`src/rtl/mc_control_unit.sv`:
```
// Multi-cycle control unit: sequences FETCH/DECODE/EXEC/MEM/WB/BRANCH and drives datapath selects/enables.
// Latency 3-5 cycles per instruction plus one per Mem_Ready=0 cycle; memory waits are bounded by WAIT_MAX before ERROR.
module mc_control_unit #(
  parameter int OPC_W    = 6,
  parameter int FUNC_W   = 4,
  parameter int WAIT_MAX = 15
) (
  input  logic              clock,
  input  logic              Reset,
  input  logic [31:0]       Instr,
  input  logic              ALU_zero,
  input  logic              Mem_Ready,
  output logic              PC_Sel,
  output logic              PC_LdEn,
  output logic              IR_LdEn,
  output logic              Sel_Instr,
  output logic              Mem_RdEn,
  output logic              Mem_WrEn,
  output logic              RF_WrEn,
  output logic              RF_WrData_sel,
  output logic              RF_B_sel,
  output logic              ALU_Bin_sel,
  output logic [FUNC_W-1:0] ALU_func,
  output logic              Busy,
  output logic              Error
);

  typedef enum logic [2:0] {
    ST_FETCH,
    ST_DECODE,
    ST_EXEC,
    ST_MEM,
    ST_WB,
    ST_BRANCH,
    ST_ERROR
  } state_t;

  localparam logic [OPC_W-1:0]  OP_RTYPE = OPC_W'(6'b100000);
  localparam logic [OPC_W-1:0]  OP_ADDI  = OPC_W'(6'b110000);
  localparam logic [OPC_W-1:0]  OP_LW    = OPC_W'(6'b001111);
  localparam logic [OPC_W-1:0]  OP_SW    = OPC_W'(6'b011111);
  localparam logic [OPC_W-1:0]  OP_BEQ   = OPC_W'(6'b000000);
  localparam logic [OPC_W-1:0]  OP_B     = OPC_W'(6'b111111);
  localparam logic [FUNC_W-1:0] ALU_ADD  = FUNC_W'(4'b0000);
  localparam logic [FUNC_W-1:0] ALU_SUB  = FUNC_W'(4'b0001);
  localparam logic [7:0]        WAIT_LIM = 8'(WAIT_MAX);

  state_t     r_state;
  state_t     w_next;
  logic       r_run;
  logic [7:0] r_wait_cnt;

  logic [OPC_W-1:0] w_opc;
  logic w_is_rtype, w_is_addi, w_is_lw, w_is_sw, w_is_beq, w_is_b;
  logic w_legal, w_wait_done, w_waiting, w_take;
  logic w_unused_instr;

  assign w_opc      = Instr[31 -: OPC_W];
  assign w_is_rtype = (w_opc == OP_RTYPE);
  assign w_is_addi  = (w_opc == OP_ADDI);
  assign w_is_lw    = (w_opc == OP_LW);
  assign w_is_sw    = (w_opc == OP_SW);
  assign w_is_beq   = (w_opc == OP_BEQ);
  assign w_is_b     = (w_opc == OP_B);
  assign w_legal    = w_is_rtype | w_is_addi | w_is_lw | w_is_sw | w_is_beq | w_is_b;
  assign w_take     = w_is_b | (w_is_beq & ALU_zero);
  assign w_unused_instr = ^Instr;

  // Ready on the cycle the count reaches the limit still counts as success.
  assign w_wait_done = (r_wait_cnt == WAIT_LIM);
  assign w_waiting   = !Mem_Ready && ((r_state == ST_FETCH && r_run) || r_state == ST_MEM);

  // r_run holds off the first fetch for one idle cycle after reset release.
  always_ff @(posedge clock or negedge Reset) begin
    if (!Reset) begin
      r_state    <= ST_FETCH;
      r_run      <= 1'b0;
      r_wait_cnt <= 8'd0;
    end else begin
      r_state <= w_next;
      r_run   <= 1'b1;
      if (w_next != r_state)
        r_wait_cnt <= 8'd0;
      else if (w_waiting)
        r_wait_cnt <= r_wait_cnt + 8'd1;
    end
  end

  always_comb begin
    w_next        = r_state;
    PC_Sel        = 1'b0;
    PC_LdEn       = 1'b0;
    IR_LdEn       = 1'b0;
    Sel_Instr     = 1'b0;
    Mem_RdEn      = 1'b0;
    Mem_WrEn      = 1'b0;
    RF_WrEn       = 1'b0;
    RF_WrData_sel = 1'b0;
    RF_B_sel      = 1'b0;
    ALU_Bin_sel   = 1'b0;
    ALU_func      = ALU_ADD;
    Busy          = 1'b0;
    Error         = 1'b0;
    case (r_state)
      ST_FETCH: begin
        if (r_run) begin
          Busy      = 1'b1;
          Sel_Instr = 1'b1;
          Mem_RdEn  = 1'b1;
          if (Mem_Ready) begin
            IR_LdEn = 1'b1;
            PC_LdEn = 1'b1;
            w_next  = ST_DECODE;
          end else if (w_wait_done) begin
            w_next = ST_ERROR;
          end
        end
      end
      ST_DECODE: begin
        Busy = 1'b1;
        if (!w_legal)
          w_next = ST_ERROR;
        else if (w_is_b || w_is_beq)
          w_next = ST_BRANCH;
        else
          w_next = ST_EXEC;
      end
      ST_EXEC: begin
        Busy        = 1'b1;
        ALU_func    = w_is_rtype ? Instr[FUNC_W-1:0] : ALU_ADD;
        ALU_Bin_sel = w_is_addi | w_is_lw | w_is_sw;
        w_next      = (w_is_lw || w_is_sw) ? ST_MEM : ST_WB;
      end
      ST_MEM: begin
        Busy     = 1'b1;
        Mem_RdEn = w_is_lw;
        Mem_WrEn = w_is_sw;
        if (Mem_Ready)
          w_next = w_is_lw ? ST_WB : ST_FETCH;
        else if (w_wait_done)
          w_next = ST_ERROR;
      end
      ST_WB: begin
        Busy          = 1'b1;
        RF_WrEn       = 1'b1;
        RF_WrData_sel = w_is_lw;
        RF_B_sel      = w_is_rtype;
        w_next        = ST_FETCH;
      end
      ST_BRANCH: begin
        Busy     = 1'b1;
        ALU_func = ALU_SUB;
        PC_LdEn  = w_take;
        PC_Sel   = w_take;
        w_next   = ST_FETCH;
      end
      ST_ERROR: begin
        Busy  = 1'b1;
        Error = 1'b1;
      end
      default: begin
        w_next = ST_ERROR;
      end
    endcase
  end

  a_rd_wr_excl: assert property (@(posedge clock) disable iff (!Reset)
    !(Mem_RdEn && Mem_WrEn));
  a_err_quiet: assert property (@(posedge clock) disable iff (!Reset)
    Error |-> !(PC_LdEn || IR_LdEn || Mem_RdEn || Mem_WrEn || RF_WrEn));

endmodule

```
`config.mk`:
```
export PLATFORM = sky130hd
export DESIGN_NAME = mc_control_unit
export DESIGN_NICKNAME = d
export VERILOG_FILES = /design/src/rtl/mc_control_unit.sv
export SDC_FILE = /design/constraint.sdc
export NUM_CORES = 1
export LEC_CHECK = 0
export CAP_MARGIN = 0
export CORE_UTILIZATION = 36
export DETAILED_ROUTE_END_ITERATION = 12
export HOLD_SLACK_MARGIN = 0.06
export PLACE_DENSITY = 0.76
export SLEW_MARGIN = 25
export SYNTH_ARGS = -nofsm -noshare
export SYNTH_HDL_FRONTEND = slang
export SYNTH_SLANG_ARGS = --single-unit
```
`constraint.sdc`:
```
create_clock -name clock -period 2 [get_ports clock]
set_input_delay 0.6 -clock clock [delete_from_list [all_inputs] [get_ports clock]]
set_output_delay 0.6 -clock clock [all_outputs]
set_load 0.005 [all_outputs]
```
# --- After elaboration in Yosys (flattened, before gate mapping) ---
# Index checks and enable logic that the tools add are counted.
word_totals:
  wordCells: 65
  in_bits: 36
  regBits: 12
  output_inout_bits: 16
op_classes:
  n_mux: 28
  n_eq_ne: 13
  addsub: 1
  n_reduce_logical: 11
  bitwise: 9
op_table:
  columns: ["cell", "n"]
  rows:
  - ["$mux 3", 8]
  - ["$eq 6x6->1 const B", 3]
  - ["$pmux 3 s6", 1]
  - ["$mux 8", 2]
  - ["$mux 1", 12]
  - ["$eq 3x3->1 const B", 3]
  - ["$add 8x1->8 const B", 1]
  - ["$eq 8x4->1 const B", 1]
  - ["$or 1x1->1", 8]
  - ["$pmux 4 s2", 1]
  - ["$eq 3x2->1 const B", 2]
  - ["$eq 6x4->1 const B", 1]
  - ["$eq 6x5->1 const B", 1]
  - ["$logic_not 6->1", 1]
  - ["$pmux 1 s2", 3]
  - ["$reduce_or 6->1", 1]
  - ["$mux 4", 1]
  - ["$eq 3x1->1 const B", 1]
  - ["$logic_not 3->1", 1]
  - ["$logic_or 1x1->1", 3]
  - ["$ne 3x3->1", 1]
  - ["$logic_and 1x1->1", 2]
  - ["$reduce_bool 2->1", 1]
  - ["$reduce_or 2->1", 1]
  - ["other kinds (2)", 2]

# --- Longest topological paths before layout ---
depth:
  ltp_word: 10
  depth_mapped: 5

# --- Worst setup path before layout ---
# OpenSTA, ideal clock, no wires.
synth_path:
  path_kind: "input to output"
  from: "in Instr[26]"
  to: "out PC_LdEn"
  setup_slack_ns: -0.225
  t_required_ns: 1.400
  path_stages: 4
  arrival_ns: 1.625
  cell_sequence: "nor4_4 -> o2bb2ai_1 -> nor3b_1 -> or2_2"
synth_via:
  elab_chain_cells: 4
synth_lines:
  columns: ["item", "line_no", "rtl"]
  rows:
  - ["from (decl)", "10", "input logic [31:0] Instr,"]
  - ["$logic_not 6->1", "63", "assign w_is_beq = (w_opc == OP_BEQ);"]
  - ["$and 1x1->1", "66", "assign w_take = w_is_b | (w_is_beq & ALU_zero);"]
  - ["$or 1x1->1 *", "66", null]
  - ["$pmux 1 s2 *", "104", "case (r_state)"]
  - ["to (decl)", "14", "output logic PC_LdEn,"]
# Mark *: on every way between the ends. The rest lies on a longest branch, timed or not.

# --- Worst setup path in the final report ---
layout_path:
  from: "reg r_state[0]"
  to: "out ALU_func[3]"
layout_via:
  elab_chain_cells: 2
layout_lines:
  columns: ["item", "line_no", "rtl"]
  rows:
  - ["from (decl)", "48", "state_t r_state;"]
  - ["from (signal assigned)", "80", "r_state <= w_next;"]
  - ["$eq 3x3->1 / $eq 3x2->1 (equally long branches)", "104", null]
  - ["$pmux 4 s2 *", "104", null]
  - ["to (decl)", "23", "output logic [FUNC_W-1:0] ALU_func,"]
# Marked as above.

==> impl_metrics.csv <==
group,metric,value,unit
worst_setup_path,worst-r2r-cell-count,8,
synth,ys.flop_type,"dfrtp_1",
timing,drv_slew,0,
synth,ys_async_sr_fraction,100,%
worst_setup_path,start_kind,"flip-flop",
global_routing,grt_max_degree,13,
cts,cts_tree,"done",
run,maxCapViolCount,0,
finish,area_delta_synth_final,90.5,%
synth,ys_types,48,
worst_setup_path,worstSetupPathType,"reg -> out",
placed_design,io_buffers,29,
finish,final_core_util,71.8,%
drt,wl,3810,microns
cts,clk_pin_slew,0.07,ns
cts,clk-insertion-delay-late,0.28,ns
finish,drive_above_1_share,61.9,%
synth,synth_area_leaders,"dfrtp_1 (29%), nor3_1 (5.3%), xor2_1 (4.2%)",
cts,cts-root-buf,"clkbuf_4",
drt,routedWlPerCell,16.4,microns
timing,min_period,2.39,ns
timing,tns,-2.89,ns
synth,ys_seq_area_share,28.9,%
timing,relSlewSlack,64.8,%
timing,max_freq,0.418,GHz
synth,synthSimpleGateAreaFrac,39.1,%
placed_design,gp_congestion,0.927,
global_routing,grt_pass1_vias,1310,
worst_hold_path,whs_path_depth,2,
worst_setup_path,cp_max_fo,5,
synth,synth_edf_count,0,
cts,clockBufferDepth,2,
placed_design,dp_hpwl,2340,microns
finish,postLayoutCellArea,1980,sq um
worst_setup_path,worst_setup_path_end_kind,"primary output",
synth,synth-xor-area-share,6.74,%
power_and_ir_drop,total_power,1730,uW
placed_design,placed_cell_area,1590,sq um
synth,yosys-top-cells-count,"dfrtp_1 (12), nor3_1 (11), nand2_1 (9)",
power_and_ir_drop,powerDensity,871,nW/um^2
finish,n_fill_cell,201,
synth,yosysMostFrequentCell,"dfrtp_1",
finish,num_antenna_cells,0,
outcome,status,"complete, but fails checks",
synth,muxShareOfSynthArea,0.963,%
drt,num_vias,1333,
outcome,violations,"negative setup slack",
drt,drtIter0Drc,25,
timing,grt_setup_unrepaired,"true",
timing,clock_skew,0.00692,ns
timing,finalSetupViolCount,15,
floorplan,io_pins,52,
floorplan,die_h,55.7,microns
synth,syn-num-nets,158,
floorplan,initial_core_util,37.7,%
drt,antenna_left,0,
drt,firstDrtPassIters,4,
cts,numCtsBuffers,3,
cts,cts_max_level,1,
synth,netlist_area,1040,sq um
worst_setup_path,required,1.40,ns
global_routing,antenna_found_initial,0,
timing,finalWorstSetupSlack,-0.392,ns
synth,synth_area_leader_cell,"dfrtp_1",
cts,cts-hold-fix-buffers,0,
power_and_ir_drop,cellLeakagePower,0.000868,uW
global_routing,grt_use_total,23.8,%
worst_setup_path,crit_arrival,1.79,ns
global_routing,overflow,0,
floorplan,rows,19,
synth,synth_top_family_by_area,"simple AND/OR/NAND/NOR gates",
timing,post-route-period-util,120,%
global_routing,grt_pass1_wl,5880,microns
power_and_ir_drop,peakVddDrop,0.626,mV
synth,synthAdderAreaFrac,1.20,%
timing,hold_viol,0,
finish,nets,240,
synth,syn_area_per_cell,8.59,sq um
floorplan,die_area,3110,sq um
timing,worst_pin_slew,0.527,ns
synth,synthCells,121,
drt,drc,0,
floorplan,core-area,2760,sq um
worst_hold_path,hold_class,"reg -> reg",
synth,synth-compound-area-share,18.1,%
synth,netlist.area_leader.share,28.9,%
floorplan,fp.dieW,55.7,microns
synth,yosysWarnings,0,
cts,clock_sinks,12,
drt,viasPerCell,5.72,
synth,synth-seq-cells,12,
worst paths after layout:
check / from / to / slack [ns]
worst max-delay path: r_state[0] / ALU_func[3] / -0.39
worst min-delay path: r_wait_cnt[0] / r_wait_cnt[0] / 0.61
worst max register to register: r_state[2] / r_wait_cnt[2] / 0.10
worst min register to register: r_wait_cnt[0] / r_wait_cnt[0] / 0.61
max in group asynchronous: Reset / r_state[0] / 0.95
min in group asynchronous: Reset / r_wait_cnt[3] / 0.66
routing by layer:
layer / global-route usage, % / vias to the layer above / share of wire [%]
met5: 0 / - / 0
met1: 28.2 / 632 / 40
li1: - / 623 / -
met4: 9.64 / 0 / 3.9
met3: 3.49 / 18 / 5.1
met2: 42.9 / 60 / 51
kinds of logic after synthesis:
| group | Yosys count |
|---|---|
| buffers and inverters | 11 |
| AND/OR/NAND/NOR | 63 |
| multiplexers | 1 |
| adder cells (fa/ha/maj) | 1 |
| XOR/XNOR | 8 |
| other | 1 |
| AO/OA/AOI/OAI | 24 |
| flip-flops | 12 |
cells in the final DEF, fill, tap and decap left out, types with 3 or more instances in the layout:
cell,n
buf_4,41
clkdlybuf4s50_1,7
a21oi_2,3
nor2_1,4
o211ai_1,4
buf_6,19
nor3_2,10
dfrtp_2,3
xnor2_1,3
and2_1,3
and2_4,3
nand3_1,5
nand2_1,7
xor2_1,5
dfrtp_1,9
a21oi_1,3
clkbuf_4,3
buf_2,11
inv_1,3
worst max-delay path, cell delays in order (launching register included):
cell     delay (ns)
dfrtp_2        0.45
nor3b_1        0.38
and4_4         0.30
buf_6          0.10
buf_6          0.07
and2_4         0.12
buf_6          0.08
cell type report:
class | count | area (sq um) | share of cell area [%]
multi-input combinational | 98 | 865 | 43.7
timing repair buffer | 83 | 718 | 36.3
sequential | 12 | 304 | 15.4
tap | 31 | 38.8 | 1.96
inverter | 5 | 18.8 | 0.948
clock buffer | 4 | 36.3 | 1.83
state kept, by name (all words and copies together), names as in the netlist:
name        cells
r_wait_cnt      8
r_state         3
r_run           1
stage by stage:
| step | hold slack [ns] | worst slack (ns) | std cells |
|---|---|---|---|
| 6_report | 0.610 | -0.392 | 233 |
| 5_1_grt | 0.636 | -0.441 | 233 |
| 4_1_cts | 0.603 | -0.372 | 228 |
| 3_5_place_dp | 0.588 | -1.08 | 206 |
| 3_3_place_gp | 0.571 | -1.00 | 206 |
| 2_1_floorplan | 0.304 | -0.0919 | 121 |
report_power, final:
part / total, uW / internal, uW / switching [uW] / leakage (uW)
registers: 330 / 278 / 51.9 / 0.000158
clock network: 195 / 111 / 84.1 / 0.0000210
logic: 1200 / 636 / 565 / 0.000689
total: 1730 / 1020 / 701 / 0.000868
timing repair:
item,CTS,global route
buffers inserted,19,11
pin swaps,20,24
setup endpoints to repair,25,24
gates cloned,0,0
resized for setup,119,34
(Power assumes the default switching activity.)
